### config.mk
export PLATFORM = sky130hd
export DESIGN_NAME = stim_pattern_gen
export DESIGN_NICKNAME = d
export VERILOG_FILES = /design/src/rtl/stim_pattern_gen.sv
export SDC_FILE = /design/constraint.sdc
export NUM_CORES = 1
export LEC_CHECK = 0
export ABC_AREA = 0
export ABC_CLOCK_PERIOD_IN_PS = 9500
export CORE_UTILIZATION = 60
export DETAILED_ROUTE_END_ITERATION = 10
export PLACE_DENSITY = 0.82
export SETUP_SLACK_MARGIN = 0.3
export SYNTH_ARGS = -nofsm -noshare
export SYNTH_HDL_FRONTEND = slang
export SYNTH_SLANG_ARGS = --single-unit
### constraint.sdc
create_clock -name clk -period 9.5 [get_ports clk]
set_clock_uncertainty 0.1 [all_clocks]
set_input_delay 2.375 -clock clk [delete_from_list [all_inputs] [get_ports clk]]
set_output_delay 2.375 -clock clk [all_outputs]
set_load 0.005 [all_outputs]
### src/rtl/stim_pattern_gen.sv
// stim_pattern_gen: on-chip stimulus source for filter DUTs.
// Produces zero, impulse, square, ramp and pseudo-noise sample streams, one
// sample per enable strobe, with mode/period latched only at frame boundaries.
// Optional build macro STIM_GEN_OFFSET_EN adds a saturating dc_offset input.
module stim_pattern_gen #(
  parameter int          DATA_W    = 18,
  parameter int          CNT_W     = 8,
  parameter logic [17:0] LFSR_SEED = 18'h2AAAA
) (
  input  logic                     clk,
  input  logic                     reset,
  input  logic                     enable,
  input  logic [2:0]               mode,
  input  logic [CNT_W-1:0]         period,
  input  logic signed [DATA_W-1:0] amplitude,
`ifdef STIM_GEN_OFFSET_EN
  input  logic signed [DATA_W-1:0] dc_offset,
`endif
  output logic signed [DATA_W-1:0] x_out,
  output logic                     x_valid,
  output logic                     frame_start
);

  typedef enum logic [2:0] {
    MODE_ZERO    = 3'd0,
    MODE_IMPULSE = 3'd1,
    MODE_SQUARE  = 3'd2,
    MODE_RAMP    = 3'd3,
    MODE_NOISE   = 3'd4
  } mode_t;

  localparam int CNT_W1 = CNT_W + 1;
  localparam logic signed [DATA_W-1:0] MAX_VAL = {1'b0, {(DATA_W-1){1'b1}}};
  localparam logic signed [DATA_W-1:0] MIN_VAL = {1'b1, {(DATA_W-1){1'b0}}};

  // Clamp a one-bit-wider sum back into the DATA_W two's complement range.
  function automatic logic signed [DATA_W-1:0] sat_wide(input logic signed [DATA_W:0] v);
    if (v[DATA_W] != v[DATA_W-1])
      sat_wide = v[DATA_W] ? MIN_VAL : MAX_VAL;
    else
      sat_wide = v[DATA_W-1:0];
  endfunction

  // Saturating signed add of two DATA_W values.
  function automatic logic signed [DATA_W-1:0] sat_add(input logic signed [DATA_W-1:0] a,
                                                       input logic signed [DATA_W-1:0] b);
    logic signed [DATA_W:0] s;
    s = $signed({a[DATA_W-1], a}) + $signed({b[DATA_W-1], b});
    sat_add = sat_wide(s);
  endfunction

  // Architectural state
  logic [CNT_W-1:0]         count_reg, count_next;
  logic [2:0]               act_mode_reg;
  logic [CNT_W-1:0]         act_period_reg;
  logic signed [DATA_W-1:0] ramp_acc_reg, ramp_next;
  logic [17:0]              lfsr_reg, lfsr_next;
  logic signed [DATA_W-1:0] x_out_reg;
  logic                     x_valid_reg;
  logic                     frame_start_reg;

  // Per-strobe working values
  logic                     boundary;
  logic [2:0]               eff_mode;
  logic [CNT_W-1:0]         eff_period;
  logic signed [DATA_W-1:0] eff_ramp;
  logic [CNT_W1-1:0]        half_period;
  logic signed [DATA_W-1:0] neg_amp;
  logic signed [DATA_W-1:0] pattern;
  logic signed [DATA_W-1:0] sample;

  // Resolve the settings used by this strobe and compute the pattern sample.
  // At a frame boundary the live inputs are used directly so the first sample
  // of each frame already reflects the new mode/period.
  always_comb begin
    boundary    = (count_reg == '0);
    eff_mode    = boundary ? mode : act_mode_reg;
    eff_period  = act_period_reg;
    if (boundary)
      eff_period = (period == '0) ? CNT_W'(1) : period;
    eff_ramp    = boundary ? '0 : ramp_acc_reg;
    // ceil(P/2): number of leading high samples in a square frame
    half_period = ({1'b0, eff_period} + CNT_W1'(1)) >> 1;
    // -amplitude, with the most negative value mapped to +max
    neg_amp     = (amplitude == MIN_VAL) ? MAX_VAL : -amplitude;

    pattern = '0;
    case (eff_mode)
      MODE_IMPULSE: pattern = boundary ? amplitude : '0;
      MODE_SQUARE:  pattern = ({1'b0, count_reg} < half_period) ? amplitude : neg_amp;
      MODE_RAMP:    pattern = eff_ramp;
      MODE_NOISE:   pattern = lfsr_reg[17 -: DATA_W];
      default:      pattern = '0;
    endcase

    // Ramp accumulator only advances in ramp mode; boundaries clear it.
    ramp_next = eff_ramp;
    if (eff_mode == MODE_RAMP)
      ramp_next = sat_add(eff_ramp, amplitude);

    count_next = (count_reg == eff_period - CNT_W'(1)) ? '0 : count_reg + CNT_W'(1);

    // Fibonacci LFSR, x^18 + x^11 + 1
    lfsr_next = {lfsr_reg[16:0], lfsr_reg[17] ^ lfsr_reg[10]};

`ifdef STIM_GEN_OFFSET_EN
    sample = sat_add(pattern, dc_offset);
`else
    sample = pattern;
`endif
  end

  // Frame/pattern state advances once per enable strobe.
  always_ff @(posedge clk or posedge reset) begin
    if (reset) begin
      count_reg      <= '0;
      act_mode_reg   <= MODE_ZERO;
      act_period_reg <= CNT_W'(1);
      ramp_acc_reg   <= '0;
      lfsr_reg       <= LFSR_SEED;
    end else if (enable) begin
      count_reg      <= count_next;
      act_mode_reg   <= eff_mode;
      act_period_reg <= eff_period;
      ramp_acc_reg   <= ramp_next;
      lfsr_reg       <= lfsr_next;
    end
  end

  // Output register: sample held between strobes, valid/frame flags pulse.
  always_ff @(posedge clk or posedge reset) begin
    if (reset) begin
      x_out_reg       <= '0;
      x_valid_reg     <= 1'b0;
      frame_start_reg <= 1'b0;
    end else begin
      x_valid_reg     <= enable;
      frame_start_reg <= enable & boundary;
      if (enable)
        x_out_reg <= sample;
    end
  end

  assign x_out       = x_out_reg;
  assign x_valid     = x_valid_reg;
  assign frame_start = frame_start_reg;

endmodule

[After elaboration in Yosys (flattened, before gate mapping)]
Cells that the tools add are included.
Cells by class
  bitwise gates (word level): 2
  order comparisons: 1
  mux-type cells: 12
  reduce and logical (&&, ||, !) cells: 2
  add/subtract/negate cells: 5
  equal/unequal tests: 7
Operator list (count)
  $mux W18: 7
  $pmux W18 S4: 1
  $mux W8: 3
  $add A18 B18 Y19: 1
  $eq A18 B18 Y1 const B: 1
  $neg A18 Y18: 1
  $logic_not A8 Y1: 2
  $add A8 B1 Y9 const B: 1
  $add A8 B1 Y8 const B: 1
  $eq A8 B8 Y1: 1
  $lt A8 B8 Y1: 1
  $sub A8 B1 Y8 const B: 1
  $eq A3 B2 Y1 const B: 2
  $eq A3 B1 Y1 const B: 1
  $eq A3 B3 Y1 const B: 1
  $mux W3: 1
  $and A1 B1 Y1: 1
  $ne A1 B1 Y1: 1
  $xor A1 B1 Y1: 1
Word-level totals
  input port bits: 32
  register bits after elaboration: 75
  word-level logic and storage cells: 37
  output and inout port bits: 20

[Longest topological paths before layout]
Gate-level depths: netlist of the first run.
  depth after elaboration: 7
  gate-level depth with buffers: 22
  mapped depth without buffers: 18

[Worst setup path after synthesis of the first run]
No wires, ideal clock.
  path type: input port to flip-flop
  from: input port period[2]
  to: register x_out_reg[7], in the netlist x_out[7]
  stages: 19
  path buffers: 3
  data arrival time: 5.408 ns
  slack: 3.860 ns
  required time: 9.268 ns
  setup time: 0.132 ns
  cells stage by stage: clkbuf_1 -> nor4_1 -> a21oi_1 -> mux2_2 -> inv_1 -> ha_1 -> nand3_1 -> xor2_1 -> nand2_1 -> o21ai_0 -> ha_1 -> a211oi_1 -> nand3_1 -> o221ai_1 -> buf_2 -> buf_1 -> nor2_1 -> o211ai_1 -> a21oi_1
On the way
  word-level cells in the longest chain between the ends: 7
RTL lines
  start: declaration: RTL line 14  | input logic [CNT_W-1:0] period,
  $logic_not A8 Y1: RTL line 80  | eff_period = (period == '0) ? CNT_W'(1) : period;
  $mux W8: RTL line 80
  $mux W8: RTL line 79  | if (boundary)
  named net eff_period[0]: RTL line 65  | logic [CNT_W-1:0] eff_period;
  $add A8 B1 Y9: RTL line 83  | half_period = ({1'b0, eff_period} + CNT_W1'(1)) >> 1;
  $lt A8 B8 Y1: RTL line 90  | MODE_SQUARE: pattern = ({1'b0, count_reg} < half_period) ? amplitude : neg_amp;
  $mux W18: RTL line 90
  $pmux W18 S4: RTL line 88  | case (eff_mode)
  end signal: assignment: RTL line 140  | x_out_reg <= sample;
  end: declaration: RTL line 58  | logic signed [DATA_W-1:0] x_out_reg;
The timed path passes the listed nets, and every way through them passes these cells.
A chain may end at the register's enable or synchronous reset.

[Final worst setup path of the first run]
  from: input port period[2]
  to: register x_out_reg[15], in the netlist x_out[15]
Same word-level chain as after synthesis.

==> flow_summary.ini, run 1 <==
[hold_path]
hp-start = act_period_reg[0]$_DFFE_PP1P_
hold_path_class = register to register

[floorplan]
start_util_pct = 61.5
io_pins = 52
die_w_um = 102
rows = 36
core_mm2 = 0.00973
die_h_um = 102
die-area_mm2 = 0.0104

[setup_path]
worst-path-max-fanout = 15
end_kind = register
cp.arrival_ns = 6.21
cp-start-kind = input port
path_class = input port to register
startpoint = period[2]
rr_startpoint = count_reg[3]$_DFFE_PP0P_
critical_path.max_stage_delay_ns = 0.59
slowest_stage = clkdlybuf4s50_1
cp_data_required_time_ns = 9.69
cp_num_buf_inv = 2
cpLargestDelayFamily = compound AO/OA/AOI/OAI gates
path_cells = clkdlybuf4s50_1, nor4_1, a21oi_1, mux2_2, inv_1, ha_1, nand3_1, xor2_1, nand2_1, o21ai_0, ha_1, a211oi_1, nand3_1, o221a_2, a311oi_1, o22ai_1, a21oi_1

[layout]
n_antenna_cell = 0
drive_gt1_share_pct = 11.9
fin_util_pct = 69.3
fin_nets = 782
syn_to_final_growth_pct = 12.7
final_cells = 857

[route]
wl_um = 16400
drtPass1Iterations = 5
drc_errors = 0
wl_per_cell_um = 19.1
antenna_left = 0
viasPerCell = 6.69
num_vias = 5736
drt_iter0_markers = 570

[sta]
setup-tns-final_ns = 0
rsz0062_at_grt = false
period_share_pct = 63.4
worst_pin_slew_ns = 1.18
hold_violations = 0
fmax_mhz = 166
slew-limit-headroom_pct = 21.2
setup_ws_ns = 3.48
setup_viol = 0
period_needed_ns = 6.02
report.final.slew_viol_count = 0

[power]
p_leak_nw = 2.81
ir_worst_vdd_uv = 121
p_per_area_mw_per_mm2 = 209

[place]
port_buffers = 51
gp_congestion = 0.921
dp_slack_ns = 3.26
hpwl_um = 11600
place_inst = 841

[run]
cap_violations = 0

[cts]
cts_tree = built
insertion_delay_ns = 0.38
cts_buffer_depth = 2
ctsHtreeMaxLevel = 3
clk_pin_slew_worst_paths_ns = 0.08
cts_setup_buffers = 0
numCtsBuffers = 9
cts-root-buf = clkbuf_8
cts_resized = 0
clkSinkCount = 75
postCtsHoldBufs = 0

[yosys]
ys_ff_latch = 75
syn_area_mm2 = 0.00598
ys_dominant_reg_cell = dfrtp_1
syn_inst = 687
yosys_warnings = 0
ys_seq_area_share_pct = 31.6
yosys.cell_types.count = 82
syn_avg_cell_area_um2 = 8.71
synth-edff-count = 0
synthArstFlopShare_pct = 100
synth_fp_nets = 750

[global_routing]
gr-total-overflow = 0
grt_pass1_wl_um = 25900
grt.total_usage_pct = 32.4
grt_max_degree = 76
antenna_found_initial = 0
grt_pass1_vias = 5095

[status]
status = finished clean
-- layer usage --
layer  track usage [%]  share of wire (%)
met5                 0                  0
met4              12.1                1.7
met3              3.56                8.0
met2              47.8                 45
met1              48.8                 45
-- path summary, 6_finish.rpt --
check / to / slack [ns] / cells after the start
worst min-delay path: act_period_reg[0]$_DFFE_PP1P_ / 0.44 / 2
worst min register to register: act_period_reg[0]$_DFFE_PP1P_ / 0.44 / 2
max in group asynchronous: act_period_reg[1]$_DFFE_PP0P_ / 6.17 / 3
min in group asynchronous: lfsr_reg[2]$_DFFE_PP0P_ / 2.51 / 3
worst max-delay path: x_out[15]$_DFFE_PP0P_ / 3.48 / 17
worst max register to register: ramp_acc_reg[15]$_DFFE_PP0P_ / 4.35 / 14
-- cell families (layout without fill, tap and decap cells) --
family	count (synthesis)	in the layout	share of synthesized area, %
buffers and inverters	58	95	4.08
xor gates and xnor gates	33	33	4.83
and+or+nand+nor	230	230	20.0
AOI/OAI and AO/OA	225	225	26.4
adders and majority gates	31	31	6.61
muxes	35	35	6.44
DFF	75	75	31.6
-- worst min-delay path: cells and delay by family (launching register included) --
| kind | cells | cell delay (ns) |
|---|---|---|
| DFF | 1 | 0.40 |
| AOI/OAI and AO/OA | 1 | 0.07 |
| and+or+nand+nor | 1 | 0.05 |
-- cells in the mapped netlist (5+ instances only) --
master / instances / area share, %
mux2_2: 28 / 5.3
ha_1: 30 / 6.3
a221oi_1: 6 / 0.88
nor3_1: 13 / 1.1
clkbuf_1: 26 / 1.6
nand2b_1: 19 / 2.0
o22ai_1: 25 / 2.6
nand3_1: 15 / 1.3
a31oi_1: 8 / 0.84
and2_1: 21 / 2.2
o21ai_0: 36 / 3.0
a21o_1: 12 / 1.5
xor2_1: 15 / 2.2
or3_1: 9 / 0.94
nand2_1: 68 / 4.3
mux2i_1: 7 / 1.2
o211ai_1: 9 / 1.1
buf_2: 6 / 0.50
a41oi_1: 5 / 0.73
inv_1: 22 / 1.4
xnor2_1: 18 / 2.6
and3_1: 6 / 0.63
nor4_1: 5 / 0.52
dfrtp_1: 65 / 27
nor2_1: 40 / 2.5
a211oi_1: 6 / 0.75
dfstp_2: 10 / 4.4
a21oi_1: 62 / 5.2
-- cell type report --
cell class / instances / area [um^2]
multi-input cells: 554 / 3850
fillers: 846 / 2990
flip-flops and latches: 75 / 1890
repair buffers: 57 / 551
well taps: 133 / 166
clock buffers: 9 / 124
inverters: 22 / 82.6
clock inverters: 7 / 77.6
-- placed cells by master (no fill, tap or decap), types with 18 or more instances in the layout --
cell type        instances
dfrtp_1                 65
nand2b_1                19
clkdlybuf4s50_1         50
nor2_1                  40
xnor2_1                 18
a21oi_1                 62
and2_1                  21
ha_1                    30
mux2_2                  28
o22ai_1                 25
nand2_1                 68
o21ai_0                 36
inv_1                   21
-- power breakdown --
part           total [mW]  leakage (nW)  internal, mW  switching [mW]
registers           0.549         0.904         0.434           0.115
clock network       0.257         0.105         0.123           0.134
logic               0.604          1.80         0.304           0.299
-- through the flow --
step	cell area [um^2]	hold slack [ns]	total power [mW]
after CTS	6740	0.441	1.40
final	6740	0.436	1.41
after global placement	6540	0.410	1.11
after floorplan	5980	0.386	0.960
after detailed placement	6540	0.423	1.14
after global routing	6740	0.454	1.50
(Power assumes the default switching activity.)
==> run 2, diff against run 1 <==
- ABC_CLOCK_PERIOD_IN_PS: 9500 -> 5400
- CORE_UTILIZATION: 60 -> 54
- PLACE_DENSITY: 0.82 -> 0.78
- clock period: 9.5 -> 5.4 ns (I/O delays scaled with it)
==> run 2 against run 1 <==
  * The flow now finishes with violations (DRC)
  * Global-route usage down 3.0 points
  * First-iteration DRC count up 12%
  * Worst setup slack worse by 2.9 ns
  * Design area up 1.2%
  * Count of clock-buffer cells in the layout up 1
  * Via count down 0.89%
  * Routed wire length down 0.80%
  * Critical endpoint is now x_out[17]$_DFFE_PP0P_
  * Largest cell class unchanged
  * Highest routed layer unchanged
==> flow_summary.ini, run 2 (same netlist as run 1, synthesis figures left out) <==
[floorplan]
core_mm2 = 0.0108
die-area_mm2 = 0.0115
rows = 38
die_w_um = 107
die_h_um = 107
start_util_pct = 55.4
io_pins = 52

[route]
wl_um = 16200
viasPerCell = 6.51
route.met2.wl_um = 7740
routed.top_layer = met4
wl_met1_um = 7110
drt_iter0_markers = 638
drc_errors = 2
wl_per_cell_um = 18.6
num_vias = 5685
antenna_left = 0
drtPass1Iterations = 9
wl_met3_um = 1150

[layout]
final_cell_mix = nand2_1 (68), dfrtp_1 (65), a21oi_1 (62)
fillCellCount = 930
n_antenna_cell = 0
fin_nets = 791
regArea_mm2 = 0.00189
drive_gt1_share_pct = 13.0
syn_to_final_growth_pct = 14.0
final_common_cell = nand2_1
fin_util_pct = 63.2
multiInputGateArea_mm2 = 0.00386

[status]
status = finished, violations left
violations = DRC

[global_routing]
gr-total-overflow = 0
grt_pass1_wl_um = 26700
grt.total_usage_pct = 29.4
grt_max_degree = 57
grt_pass1_vias = 5349
antenna_found_initial = 0

[run]
cap_violations = 0

[sta]
slew-limit-headroom_pct = 13.9
rsz0062_at_grt = false
setup-tns-final_ns = 0
hold_violations = 0
setup_viol = 0
period_needed_ns = 4.80
report.final.slew_viol_count = 0
worst_pin_slew_ns = 1.29
fmax_mhz = 208
period_share_pct = 88.9

[place]
gp_congestion = 0.895
hpwl_um = 11800
port_buffers = 51

[power]
p_leak_nw = 2.85
power.internal_mw = 1.52
total_power_mw = 2.47
p_per_area_mw_per_mm2 = 363
p_clk_share_pct = 17.9
p_seq_share_pct = 38.7
sw_frac_of_total_pct = 38.6
ir_worst_vdd_uv = 181
power_frac_comb_pct = 43.4
p_switching_mw = 0.955

[setup_path]
end_kind = register
cp.arrival_ns = 5.01
worst-path-max-fanout = 20
path_class = input port to register
cp-start-kind = input port
cp_data_required_time_ns = 5.61

[cts]
cts_setup_buffers = 0
postCtsHoldBufs = 0
cts-root-buf = clkbuf_8
ctsHtreeMaxLevel = 3
cts_buffer_depth = 2
numCtsBuffers = 9
insertion_delay_ns = 0.36
clk_pin_slew_worst_paths_ns = 0.08
cts_tree = built
clkSinkCount = 75
cts_resized = 0

[hold_path]
hold_path_class = register to register
[run 2: through the flow]
stage | hold WS, ns | area, um^2 | instances | setup slack, ns
2_1_floorplan | 0.386 | 5980 | 687 | 0.785
3_3_place_gp | 0.415 | 6610 | 857 | 0.385
3_5_place_dp | 0.414 | 6610 | 857 | 0.304
4_1_cts | 0.427 | 6810 | 873 | 0.473
5_1_grt | 0.473 | 6820 | 873 | 0.314
6_report | 0.428 | 6820 | 873 | 0.597
[run 2: layout make-up]
cell class | instances | share of cell area, %
multi-input combinational | 554 | 56.6
clock inverter | 6 | 0.954
clock buffer | 10 | 1.87
inverter | 22 | 1.21
tap | 140 | 2.57
timing repair buffer | 66 | 9.06
sequential | 75 | 27.7
[run 2: final timing paths]
kind	from	endpoint	slack [ns]	cells after the start
max reg2reg	count_reg[3]$_DFFE_PP0P_	ramp_acc_reg[0]$_DFFE_PP0P_	0.61	13
min	act_period_reg[0]$_DFFE_PP1P_	act_period_reg[0]$_DFFE_PP1P_	0.43	2
max in group asynchronous	reset	lfsr_reg[14]$_DFFE_PP0P_	2.86	3
max	period[1]	x_out[17]$_DFFE_PP0P_	0.60	16
min in group asynchronous	reset	x_out[2]$_DFFE_PP0P_	1.28	2
min reg2reg	act_period_reg[0]$_DFFE_PP1P_	act_period_reg[0]$_DFFE_PP1P_	0.43	2
[run 2: power by group through the flow]
stage	Sequential [mW]	Clock [mW]	Combinational [mW]
after floorplan	0.880	0	0.810
after global placement	0.952	0	1.01
after detailed placement	0.962	0	1.05
after CTS	0.954	0.449	1.06
after global routing	0.981	0.476	1.19
final	0.958	0.443	1.07
[run 2: critical path, stage by stage]
cell and delay (ns):
clkdlybuf4s50_1 0.42, nor4_1 0.35, a21oi_1 0.14, mux2_2 0.33, nor2_1 0.25, a21oi_1 0.11
nor3_1 0.20, a21oi_1 0.06, ha_1 0.31, o311ai_1 0.10, a31oi_1 0.31, o221ai_1 0.18
buf_4 0.24, a311o_1 0.34, a21oi_1 0.15, o221a_1 0.18
[run 2: layer usage]
layer,GRT usage (%),vias to the layer above
met1,40.3,2749
met2,48.2,260
met4,7.63,0
li1,-,2644
met3,4.80,32
met5,0,-
